[src/rtl/uart_pkg.sv]
// rtl/uart_pkg.sv - shared FSM encoding, parity modes and frame length helper for the UART TX queue
package uart_pkg;

  typedef enum logic [2:0] {
    ST_IDLE,
    ST_START,
    ST_DATA,
    ST_PARITY,
    ST_STOP
  } state_t;

  localparam int PAR_NONE = 0;
  localparam int PAR_EVEN = 1;
  localparam int PAR_ODD  = 2;

  // Total clock cycles occupied by one frame on the line
  function automatic int frame_cycles(input int clk_div, input int data_w,
                                      input int par_bits, input int stop_bits);
    return (1 + data_w + par_bits + stop_bits) * clk_div;
  endfunction

endpackage

[src/rtl/uart_fifo.sv]
// rtl/uart_fifo.sv - synchronous FIFO with occupancy-derived full/empty flags
module uart_fifo #(
  parameter int DATA_W = 8,
  parameter int DEPTH  = 4
) (
  input  logic              clk,
  input  logic              rst,
  input  logic              wr_en,
  input  logic [DATA_W-1:0] wr_data,
  input  logic              rd_en,
  output logic [DATA_W-1:0] rd_data,
  output logic              full,
  output logic              empty
);

  localparam int AW = $clog2(DEPTH);

  logic [DATA_W-1:0] mem [DEPTH];
  logic [AW-1:0]     wr_ptr;
  logic [AW-1:0]     rd_ptr;
  logic [AW:0]       count;

  // Storage array; contents need no reset since count gates every read
  always_ff @(posedge clk) begin
    if (wr_en) mem[wr_ptr] <= wr_data;
  end

  // Pointers wrap naturally because DEPTH is a power of two
  always_ff @(posedge clk or posedge rst) begin
    if (rst) begin
      wr_ptr <= '0;
      rd_ptr <= '0;
      count  <= '0;
    end else begin
      if (wr_en) wr_ptr <= wr_ptr + 1'b1;
      if (rd_en) rd_ptr <= rd_ptr + 1'b1;
      case ({wr_en, rd_en})
        2'b10:   count <= count + 1'b1;
        2'b01:   count <= count - 1'b1;
        default: count <= count;
      endcase
    end
  end

  // Head is read combinationally; a simultaneous write when full lands after the read
  assign rd_data = mem[rd_ptr];
  assign full    = (count == (AW+1)'(DEPTH));
  assign empty   = (count == '0);

endmodule

[src/rtl/uart_tx_queue.sv]
// rtl/uart_tx_queue.sv - queued UART transmitter; parity bit built only with UART_TX_PARITY_EN
module uart_tx_queue
  import uart_pkg::*;
#(
  parameter int CLK_DIV   = 5,
  parameter int DATA_W    = 8,
  parameter int DEPTH     = 4,
  parameter int STOP_BITS = 1,
`ifdef UART_TX_PARITY_EN
  parameter int PARITY    = PAR_NONE,
`endif
  parameter logic [DATA_W-1:0] CHAR_INIT = DATA_W'('h41)
) (
  input  logic              i_clk,
  input  logic              i_rst,
  input  logic              i_cnt,
  input  logic              i_push,
  input  logic              i_sed,
  output logic [DATA_W-1:0] o_chr,
  output logic              o_busy,
  output logic              o_full,
  output logic              o_empty,
  output logic              o_ovf,
  output logic              o_txd
);

  localparam int DIV_W = $clog2(CLK_DIV);
  localparam int BIT_W = $clog2(DATA_W);

  logic cnt_q, push_q, sed_q;
  logic cnt_ev, push_ev, sed_ev;

  logic [DATA_W-1:0] chr;
  logic [DATA_W-1:0] head;
  logic              full, empty, wr, pop, ovf;

  state_t            state;
  logic [DIV_W-1:0]  div;
  logic [BIT_W-1:0]  bit_idx;
  logic              stop_idx;
  logic [DATA_W-1:0] shift;
  logic              txd, busy;
  logic              div_end, last_bit, last_stop;
`ifdef UART_TX_PARITY_EN
  localparam bit HAS_PAR = (PARITY != PAR_NONE);
  logic par_bit;
`endif

  assign cnt_ev  = i_cnt  & ~cnt_q;
  assign push_ev = i_push & ~push_q;
  assign sed_ev  = i_sed  & ~sed_q;

  // Previous-sample history for rising-edge detection
  always_ff @(posedge i_clk or posedge i_rst) begin
    if (i_rst) begin
      cnt_q  <= 1'b0;
      push_q <= 1'b0;
      sed_q  <= 1'b0;
    end else begin
      cnt_q  <= i_cnt;
      push_q <= i_push;
      sed_q  <= i_sed;
    end
  end

  // Selected character advances and wraps modulo 2^DATA_W
  always_ff @(posedge i_clk or posedge i_rst) begin
    if (i_rst) chr <= CHAR_INIT;
    else if (cnt_ev) chr <= chr + 1'b1;
  end

  assign div_end   = (div == DIV_W'(CLK_DIV - 1));
  assign last_bit  = (bit_idx == BIT_W'(DATA_W - 1));
  assign last_stop = (stop_idx == 1'(STOP_BITS - 1));

  // A new frame starts either from idle on a send event or seamlessly after the last stop bit
  assign pop = !empty && ((state == ST_IDLE && sed_ev) ||
                          (state == ST_STOP && div_end && last_stop));
  // A push while full still succeeds if the head leaves in the same cycle
  assign wr  = push_ev && (!full || pop);

  uart_fifo #(
    .DATA_W(DATA_W),
    .DEPTH (DEPTH)
  ) u_fifo (
    .clk    (i_clk),
    .rst    (i_rst),
    .wr_en  (wr),
    .wr_data(chr),
    .rd_en  (pop),
    .rd_data(head),
    .full   (full),
    .empty  (empty)
  );

  // Sticky overflow on a dropped push
  always_ff @(posedge i_clk or posedge i_rst) begin
    if (i_rst) ovf <= 1'b0;
    else if (push_ev && full && !pop) ovf <= 1'b1;
  end

  // Frame sequencer with registered line and busy outputs
  always_ff @(posedge i_clk or posedge i_rst) begin
    if (i_rst) begin
      state    <= ST_IDLE;
      txd      <= 1'b1;
      busy     <= 1'b0;
      div      <= '0;
      bit_idx  <= '0;
      stop_idx <= 1'b0;
      shift    <= '0;
`ifdef UART_TX_PARITY_EN
      par_bit  <= 1'b0;
`endif
    end else if (pop) begin
      state <= ST_START;
      txd   <= 1'b0;
      busy  <= 1'b1;
      div   <= '0;
      shift <= head;
`ifdef UART_TX_PARITY_EN
      par_bit <= (PARITY == PAR_ODD) ? ~^head : ^head;
`endif
    end else if (state != ST_IDLE) begin
      if (!div_end) begin
        div <= div + 1'b1;
      end else begin
        div <= '0;
        case (state)
          ST_START: begin
            state   <= ST_DATA;
            txd     <= shift[0];
            bit_idx <= '0;
          end
          ST_DATA: begin
            if (!last_bit) begin
              bit_idx <= bit_idx + 1'b1;
              shift   <= shift >> 1;
              txd     <= shift[1];
`ifdef UART_TX_PARITY_EN
            end else if (HAS_PAR) begin
              state <= ST_PARITY;
              txd   <= par_bit;
`endif
            end else begin
              state    <= ST_STOP;
              txd      <= 1'b1;
              stop_idx <= 1'b0;
            end
          end
`ifdef UART_TX_PARITY_EN
          ST_PARITY: begin
            state    <= ST_STOP;
            txd      <= 1'b1;
            stop_idx <= 1'b0;
          end
`endif
          ST_STOP: begin
            if (!last_stop) begin
              stop_idx <= stop_idx + 1'b1;
            end else begin
              state <= ST_IDLE;
              txd   <= 1'b1;
              busy  <= 1'b0;
            end
          end
          default: begin
            state <= ST_IDLE;
            txd   <= 1'b1;
            busy  <= 1'b0;
          end
        endcase
      end
    end
  end

  assign o_chr   = chr;
  assign o_busy  = busy;
  assign o_full  = full;
  assign o_empty = empty;
  assign o_ovf   = ovf;
  assign o_txd   = txd;

endmodule
[config.mk]
export PLATFORM = sky130hd
export DESIGN_NAME = uart_tx_queue
export DESIGN_NICKNAME = d
export VERILOG_FILES = /design/src/rtl/uart_pkg.sv /design/src/rtl/uart_fifo.sv /design/src/rtl/uart_tx_queue.sv
export SDC_FILE = /design/constraint.sdc
export NUM_CORES = 1
export LEC_CHECK = 0
export CORE_ASPECT_RATIO = 1.2
export CORE_MARGIN = 1.5
export CORE_UTILIZATION = 51
export DETAILED_ROUTE_END_ITERATION = 16
export GPL_ROUTABILITY_DRIVEN = 0
export PLACE_DENSITY = 0.69
export SYNTH_ARGS = -nofsm -noshare
export SYNTH_HDL_FRONTEND = slang
export SYNTH_SLANG_ARGS = --single-unit
[constraint.sdc]
create_clock -name i_clk -period 2.7 [get_ports i_clk]
set_input_delay 0.54 -clock i_clk [delete_from_list [all_inputs] [get_ports i_clk]]
set_output_delay 0.54 -clock i_clk [all_outputs]
set_load 0.01 [all_outputs]
Word-level counts from Yosys, hierarchy flattened
Memory sizes are Yosys's and may differ from the RTL's.
Cells that the tools add are included.
Word-level totals
  input port bits: 5
  memories: 1
  bits in writable memories: 32
  flip-flop bits (word level): 39
Cells by class
  eq/ne operators: 14
  multiplexer cells: 33
  reductions and logical operators: 28
  bitwise gates (word level): 8
  $add $sub $neg: 8
Memories
  u_fifo.mem: depth 4, bits a word 8, rd ports 1, clocked after memory_dff 0, wr ports 1, RTL line uart_fifo.sv:18  | logic [DATA_W-1:0] mem [DEPTH];
Operators with widths (count)
  8-bit two-way mux: 5
  3-bit two-way mux: 9
  1-bit two-way mux: 13
  3-bit equality test (second input constant): 4
  3-bit case mux with 2 select lines: 2
  4-bit AND reduction: 3
  2-bit nonzero test: 6
  5-bit AND reduction: 2
  3-bit by 1-bit adder with 3-bit output (second input constant): 3
  3-bit case mux with 3 select lines: 1
  8-bit by 1-bit adder with 8-bit output (second input constant): 1
  1-bit logical AND: 7
  3-bit logical NOT: 2
  2-bit inequality test (second input constant): 3
  3-bit inequality test (second input constant): 2
  1-bit inverter: 5
  2-bit by 1-bit adder with 2-bit output (second input constant): 2
  1-bit case mux with 2 select lines: 2
  1-bit AND: 3
  3-bit by 1-bit equality test with 1-bit output (second input constant): 1
  3-bit by 2-bit equality test with 1-bit output (second input constant): 1
  1-bit logical NOT: 3
  1-bit case mux with 3 select lines: 1
  3-bit AND reduction: 1
  other kinds (8): 9

Logic depth before layout (Yosys ltp)
Gate-level depths: netlist (run 1).
  depth after elaboration: 9
  depth in mapped cells: 10
  mapped depth without buffers: 9

Modules after synthesis
Synthesis (run 1) repeated with hierarchy kept, for this count alone.
Unflattened totals
  cell total of the unflattened synthesis: 222
  area total of the unflattened synthesis: 3121.7 um^2
Modules (own cells, without submodules)
  uart_tx_queue: seq. area each 779.5 um^2, instances 1, cells an instance 143, area an instance 1565.3 um^2
  uart_fifo: seq. area each 1136.1 um^2, instances 1, cells an instance 79, area an instance 1556.5 um^2

Least setup slack after synthesis (run 1)
OpenSTA, ideal clock, no wires.
  path kind: input to register
  start: input i_sed
  end: register u_fifo.count[2]
  data arrival time: 2.718 ns
  required time: 2.606 ns
  stages: 7
  slack: -0.112 ns
  library setup time: 0.094 ns
  path through: or3b_4 > a2111oi_4 > buf_2 > nand2_1 > fa_1 > a2111o_1 > a221oi_2
On the way
  longest elaborated chain between the ends: 8
  elaborated cells between the ends (all ways): 10
  those cells by class: eq/ne (2); mux (1); bitwise (1); reduce/logical (6)
RTL lines
  start: declaration: RTL line uart_tx_queue.sv:18  | input logic i_sed,
  1-bit AND *: RTL line uart_tx_queue.sv:51  | assign sed_ev = i_sed & ~sed_q;
  1-bit logical AND *: RTL line uart_tx_queue.sv:77  | assign pop = !empty && ((state == ST_IDLE && sed_ev) ||
  1-bit logical OR *: RTL line uart_tx_queue.sv:77
  1-bit logical AND *: RTL line uart_tx_queue.sv:77
  1-bit logical OR: RTL line uart_tx_queue.sv:80  | assign wr = push_ev && (!full || pop);
  1-bit logical AND: RTL line uart_tx_queue.sv:80
  2-bit by 1-bit equality test with 1-bit output / 2-bit equality test (equally long branches): RTL line uart_fifo.sv:37  | case ({wr_en, rd_en})
  3-bit case mux with 2 select lines / 2-bit nonzero test (equally long branches)
  end signal: assignment: RTL line uart_fifo.sv:38  | 2'b10: count <= count + 1'b1;
  end signal: assignment: RTL line uart_fifo.sv:39  | 2'b01: count <= count - 1'b1;
  end signal: assignment: RTL line uart_fifo.sv:40  | default: count <= count;
  end: declaration: RTL line uart_fifo.sv:21  | logic [AW:0] count;
Mark *: on every way between the ends. The rest lies on a longest branch, timed or not.
A chain may end at the register's enable or synchronous reset.

Worst setup path in the final report (run 1)
Same ends and word-level chain as after synthesis.

==> run metrics, run 1 <==
largest net degree at the start of global routing 39; Cell Area, Synth 3167 sq um; num rows 31; H-tree depth 3; routed len/inst 14.39 um; Die Y-Extent 89.32 um; status completed; Setup Buffers After CTS 0; post-synth cell types 56; port bufs 17; reg2reg end u_fifo.count[2]; filler cell count 460; # DRC 0; # diodes 0; Worst R2R Path Depth 8; syn avg cell area 14.33 sq um; Seq/Total Area, Yosys 60.49%; global-route wire length before repair 8.086 mm; EDFF count, synth 32; worst hold slack 0.4685 ns; Final nets 269; Max IR drop VDD 0.0006572 V; Core Area 6012 sq um; clock sink count 70; Hold Crit Class reg -> reg; final setup violation count 0; Die Area 6693 sq um; antenna violations before repair 0; worst hold path startpoint o_ovf; dpl hpwl 3.376 mm; Reg power frac 47.6%; Clock Latency Late Sink 0.34 ns; Design Power 0.003092 W; worst path required time 2.95 ns; # resized after CTS 0; largest cells by area after synthesis edfxtp_1, dfrtp_1, mux4_2; Clock power frac 26.9%; I/O pins 18; switching share of power 29.78%; Post-synth top flop dfrtp_1; syn nets 236; GRT Residual Overflow 0; Critical Path Source Type input pin; P_leak 1.442 nW; Yosys warnings 0; Clock Tree Buf Depth 2; Hold Vio Cnt, Final 0; nature of the critical path endpoint flip-flop; P&R area growth vs syn 17.82%; gr usage total 16.33%; via count 1793; Yosys reg bits 70; Post-Syn Instances 221; Worst R2R Setup Slack 0.24 ns; Detailed Route Iter0 Violations 69; Max Slew Vio Count 0; die width 74.94 um; NetSw 0.0009208 W; CTS root buffer clkbuf_8; final worst path period share 94.06%; 1st-pass router iterations 4; Worst Hold End o_ovf; clock skew 0.009003 ns; ANT nets after route 0; r2r startpoint div[0]; Post-CTS Hold Fix Bufs 0; Reg clk slew, reported paths 0.08 ns; hold path cells 1; RSZ-0062 raised after global routing no; worst slew pin tran 0.5533 ns; layout cell share with drive strength beyond 1 22.01%; Initial Utilization 52.67%; pre-CTS setup slack -0.1987 ns; CTS tree built; Synth top area share 30.34%; CP max FO 2; WL final 4.908 mm; Rel. slew slack 63.11%; Async SR Flop Fraction 54.29%; total of max-cap violations 0; Data arrival, critical path 2.79 ns; CTS Buf Count 9; CP Class in -> reg; Power Dens Cells 828.7 nW/um^2; number of global-route vias before repair 1737; final setup margin 0.1604 ns; Final min period 2.540 ns; Comb pwr share 25.5%; Max Freq 0.3938 GHz; final core utilization 62.06%; Synth area leader edfxtp_1; vias per cell 5.258; internal power 0.002171 W
-- kinds of logic (layout without fill, tap and decap cells) --
logic type / Yosys count / count (layout) / synth area share [%]
buffers and inverters: 16 / 54 / 2.686
multiplexers: 18 / 18 / 8.969
AND/OR/NAND/NOR: 58 / 58 / 10.59
XOR/XNOR: 12 / 12 / 3.319
flip-flops: 70 / 70 / 60.49
adder cells (fa/ha/maj): 10 / 10 / 4.188
AO/OA/AOI/OAI: 37 / 37 / 9.759
-- worst max-delay path: stages --
cell and delay (ns):
clkdlybuf4s50_1 0.47, or3b_4 0.40, a2111oi_4 0.31, nand2_1 0.12
fa_2 0.35, a2111o_1 0.36, a221oi_2 0.24
-- cells in the final DEF, fill, tap and decap left out, types with 4 or more instances in the layout --
cell / synthesis / final
dfrtp_1: 35 / 35
ha_1: 9 / 9
and2_1: 4 / 4
mux4_2: 8 / 8
edfxtp_1: 32 / 32
nor2_1: 6 / 6
xnor2_1: 9 / 9
buf_12: 0 / 4
o21ai_0: 6 / 6
mux2i_1: 7 / 7
buf_4: 1 / 9
a21oi_1: 4 / 4
o21ai_1: 4 / 4
clkdlybuf4s50_1: 0 / 17
nand2_1: 19 / 19
nand2b_1: 4 / 4
inv_1: 8 / 8
clkbuf_8: 1 / 9
-- stage by stage --
step	instance area, sq um	std cells	TNS [ns]
detailed placement	3535	325	-1.588
global route	3731	341	0
floorplan	3172	221	0
finish	3731	341	0
global placement	3535	325	-1.027
CTS	3731	341	0
-- flip-flops by register name, indices dropped and copies added, names as in the netlist --
name / flops
state: 3
u_fifo.wr_ptr: 2
u_fifo.rd_ptr: 2
bit_idx: 3
u_fifo.mem: 32
push_q: 1
div: 3
sed_q: 1
shift: 8
o_chr: 8
o_busy: 1
cnt_q: 1
u_fifo.count: 3
o_txd: 1
o_ovf: 1
-- per-layer routing --
metal	vias to the layer above	wire length (um)	global-route usage [%]
li1	886	-	-
met1	879	2232	20.01
met2	20	2460	26.63
met3	8	128	3.382
met4	0	85	9.421
met5	-	0	0
-- area by class of cell --
type / instances / area (sq um) / share of cell area [%]
Clock inverter: 7 / 72.57 / 1.945
Multi-Input combinational cell: 135 / 1169 / 31.32
Tap cell: 82 / 102.6 / 2.750
Clock buffer: 9 / 123.9 / 3.320
Sequential cell: 70 / 1916 / 51.34
Timing Repair Buffer: 30 / 317.8 / 8.518
Inverter: 8 / 30.03 / 0.8048
-- worst max-delay path by stage --
stage / to / from / cells after the start
floorplan: u_fifo.count[2] / i_sed / 7
global placement: u_fifo.count[2] / i_sed / 7
detailed placement: u_fifo.count[2] / i_sed / 7
CTS: u_fifo.count[2] / i_sed / 7
global route: u_fifo.count[2] / div[0] / 8
finish: u_fifo.count[2] / i_sed / 7
-- power groups by stage --
stage	Clock, W	Combinational [W]	Sequential [W]
after floorplan	0	0.000500	0.00148
after global placement	0	0.000779	0.00148
after detailed placement	0	0.000801	0.00150
after CTS	0.000849	0.000807	0.00147
after global routing	0.000897	0.000882	0.00150
final	0.000831	0.000789	0.00147
-- cells in the mapped netlist, types with 4 or more instances --
| master | count |
|---|---|
| a21oi_1 | 4 |
| and2_1 | 4 |
| dfrtp_1 | 35 |
| edfxtp_1 | 32 |
| ha_1 | 9 |
| inv_1 | 8 |
| mux2i_1 | 7 |
| mux4_2 | 8 |
| nand2_1 | 19 |
| nand2b_1 | 4 |
| nor2_1 | 6 |
| o21ai_0 | 6 |
| o21ai_1 | 4 |
| xnor2_1 | 9 |
Power figures use the tool's default switching activity.
==> run 2: changes to the inputs <==
--- a/config.mk
+++ b/config.mk
@@ -11,6 +11,7 @@
 export DETAILED_ROUTE_END_ITERATION = 16
 export GPL_ROUTABILITY_DRIVEN = 0
 export PLACE_DENSITY = 0.69
+export SKIP_CTS_REPAIR_TIMING = 1
 export SYNTH_ARGS = -nofsm -noshare
 export SYNTH_HDL_FRONTEND = slang
 export SYNTH_SLANG_ARGS = --single-unit
==> results of run 2 <==
The final DEF is identical to that of run 1; final timing and power are the same.
==> run 3: changes to the inputs <==
--- a/config.mk
+++ b/config.mk
@@ -6,10 +6,11 @@
 export NUM_CORES = 1
 export LEC_CHECK = 0
 export CORE_ASPECT_RATIO = 1.2
-export CORE_MARGIN = 1.5
+export CORE_MARGIN = 2
 export CORE_UTILIZATION = 51
 export DETAILED_ROUTE_END_ITERATION = 16
 export GPL_ROUTABILITY_DRIVEN = 0
+export MAX_ROUTING_LAYER = met4
 export PLACE_DENSITY = 0.69
 export SKIP_CTS_REPAIR_TIMING = 1
 export SYNTH_ARGS = -nofsm -noshare
==> run 3 against run 2 <==
Effect of this change: power grew 3.2%; clock power grew 12%; largest power group unchanged; via count grew 3.4%; clock-buffer cell count is the same; wire length grew 1.9%; global-route usage grew 0.14 points; largest cell class unchanged; sequential share of layout area shrank 0.34 points; fmax is essentially flat; register-to-register slack is essentially flat; core utilization grew 0.42 points; worst setup slack lost 0.0010 ns.
==> run metrics, run 3 (synthesis gave the netlist of run 1 again) <==
Post-Layout Inst Area 3756 sq um (+0.67%); ANT nets after route 0 (unchanged); hold path cells 1 (unchanged); Worst R2R Path Depth 8 (unchanged); antenna violations before repair 0 (unchanged); worst slew pin tran 0.5539 ns (+0.0005225 ns); gr usage total 16.47% (+0.14 points); commonest cells after routing, fill and taps aside dfrtp_1, edfxtp_1, nand2_1; WL final 5.002 mm (+1.9%); final worst path period share 94.10% (about the same); worst hold slack 0.4752 ns (+0.006727 ns); CP Class in -> reg; 1st-pass router iterations 5 (+1); Clock Latency Late Sink 0.34 ns (about the same); final setup margin 0.1594 ns (-0.001017 ns); global-route wire length before repair 8.694 mm (+7.5%); Hold Vio Cnt, Final 0 (unchanged); final core utilization 62.48% (+0.42 points); routed len/inst 14.67 um (+1.9%); RSZ-0062 raised after global routing no; GRT Residual Overflow 0 (unchanged); max reg flops 32 (unchanged); Setup TNS 0 ns (unchanged); Area after DPL 3535 sq um (unchanged); switching share of power 29.08% (-0.70 points); P&R area growth vs syn 18.61%; Critical Path Start i_sed; vias per cell 5.437 (+3.4%); Die Area 6858 sq um (+2.5%); port bufs 17 (unchanged); Final nets 269 (unchanged); internal power 0.002264 W (+4.3%); dpl hpwl 3.429 mm (+1.6%); via count 1854 (+3.4%); number of global-route vias before repair 1916 (+10%); Final min period 2.541 ns (+0.001017 ns); CTS root buffer clkbuf_8; H-tree depth 3 (unchanged); status completed; clock skew 0.004962 ns (-0.004041 ns); CTS tree built; Critical Path Source Type input pin; nature of the critical path endpoint flip-flop; Comb pwr share 24.7% (-0.8 points); layout cell share with drive strength beyond 1 22.39% (+0.39 points); commonest non-fill, non-tap cell in the layout dfrtp_1; worst path required time 2.95 ns (about the same); Hold Crit Class reg -> reg; Max Slew Vio Count 0 (unchanged); I/O pins 18 (unchanged); clock sink count 70 (unchanged); Reg power frac 46.2% (-1.4 points); # diodes 0 (unchanged); Detailed Route Iter0 Violations 65 (-5.8%); Clock Tree Buf Depth 2 (unchanged); num rows 31 (unchanged); NetSw 0.0009282 W (+0.80%); Die Y-Extent 90.32 um (+1.1%); worst hold path startpoint o_ovf; CP max FO 2 (unchanged); total of max-cap violations 0 (unchanged); Data arrival, critical path 2.79 ns (about the same); # DRC 0 (unchanged); Clock power frac 29.1% (+2.2 points); Power Dens Cells 849.8 nW/um^2 (+2.5%); pre-CTS setup slack -0.1755 ns (+0.02324 ns); final setup violation count 0 (unchanged); Biggest register u_fifo.mem; P_leak 1.450 nW (+0.57%); die width 75.94 um (+1.3%); Core Area 6012 sq um (unchanged); Max Freq 0.3936 GHz (about the same); Initial Utilization 52.67% (unchanged); Max IR drop VDD 0.0006766 V (+3.0%); Reg clk slew, reported paths 0.08 ns (about the same); Rel. slew slack 63.08% (about the same); r2r startpoint div[0]; CTS Buf Count 9 (unchanged); largest net degree at the start of global routing 39 (unchanged)
==> run 3: cell types whose count changed in the layout (fill, tap and decap cells not counted) <==
cell        before  now
bufinv_16        1    2
clkinv_1         1    0
clkinvlp_4       1    2
inv_6            2    1
==> run 3: worst paths after layout <==
check | endpoint | slack [ns]
min in group asynchronous | o_ovf | 0.61
worst min register to register | o_ovf | 0.48
worst max-delay path | u_fifo.count[2] | 0.16
worst max register to register | u_fifo.count[2] | 0.24
worst min-delay path | o_ovf | 0.48
max in group asynchronous | o_txd | 1.73
==> run 3: stage by stage <==
step	total power (W)	instances
finish	0.003192	341
global route	0.003369	341
CTS	0.003232	341
detailed placement	0.002295	325
global placement	0.002260	325
floorplan	0.001977	221
==> run 3: power groups by stage <==
stage                     sequential, W  combinational [W]  clock, W
after floorplan                 0.00148           0.000500         0
after global placement          0.00148           0.000779         0
after detailed placement        0.00150           0.000798         0
after CTS                       0.00148           0.000804  0.000952
after global routing            0.00150           0.000875  0.000994
final                           0.00147           0.000790  0.000929
==> run 3: per-layer routing <==
layer	vias up	share of wire (%)	global-route usage [%]
li1	890	-	-
met1	930	45	18.81
met4	0	1.7	8.333
met3	7	2.3	2.800
met2	27	51	28.13
met5	-	0	-
==> run 3: critical path: stages <==
cell and delay [ns]:
clkdlybuf4s50_1 0.47, or3b_4 0.40, a2111oi_4 0.31, nand2_1 0.11
fa_2 0.35, a2111o_1 0.37, a221oi_2 0.24
==> run 3: area by class of cell <==
cell class / instances / area (sq um)
multi-input combinational: 135 / 1169
tap: 82 / 102.6
clock buffer: 9 / 123.9
fill: 473 / 2256
sequential: 70 / 1916
timing repair buffer: 30 / 317.8
clock inverter: 7 / 97.59
inverter: 8 / 30.03
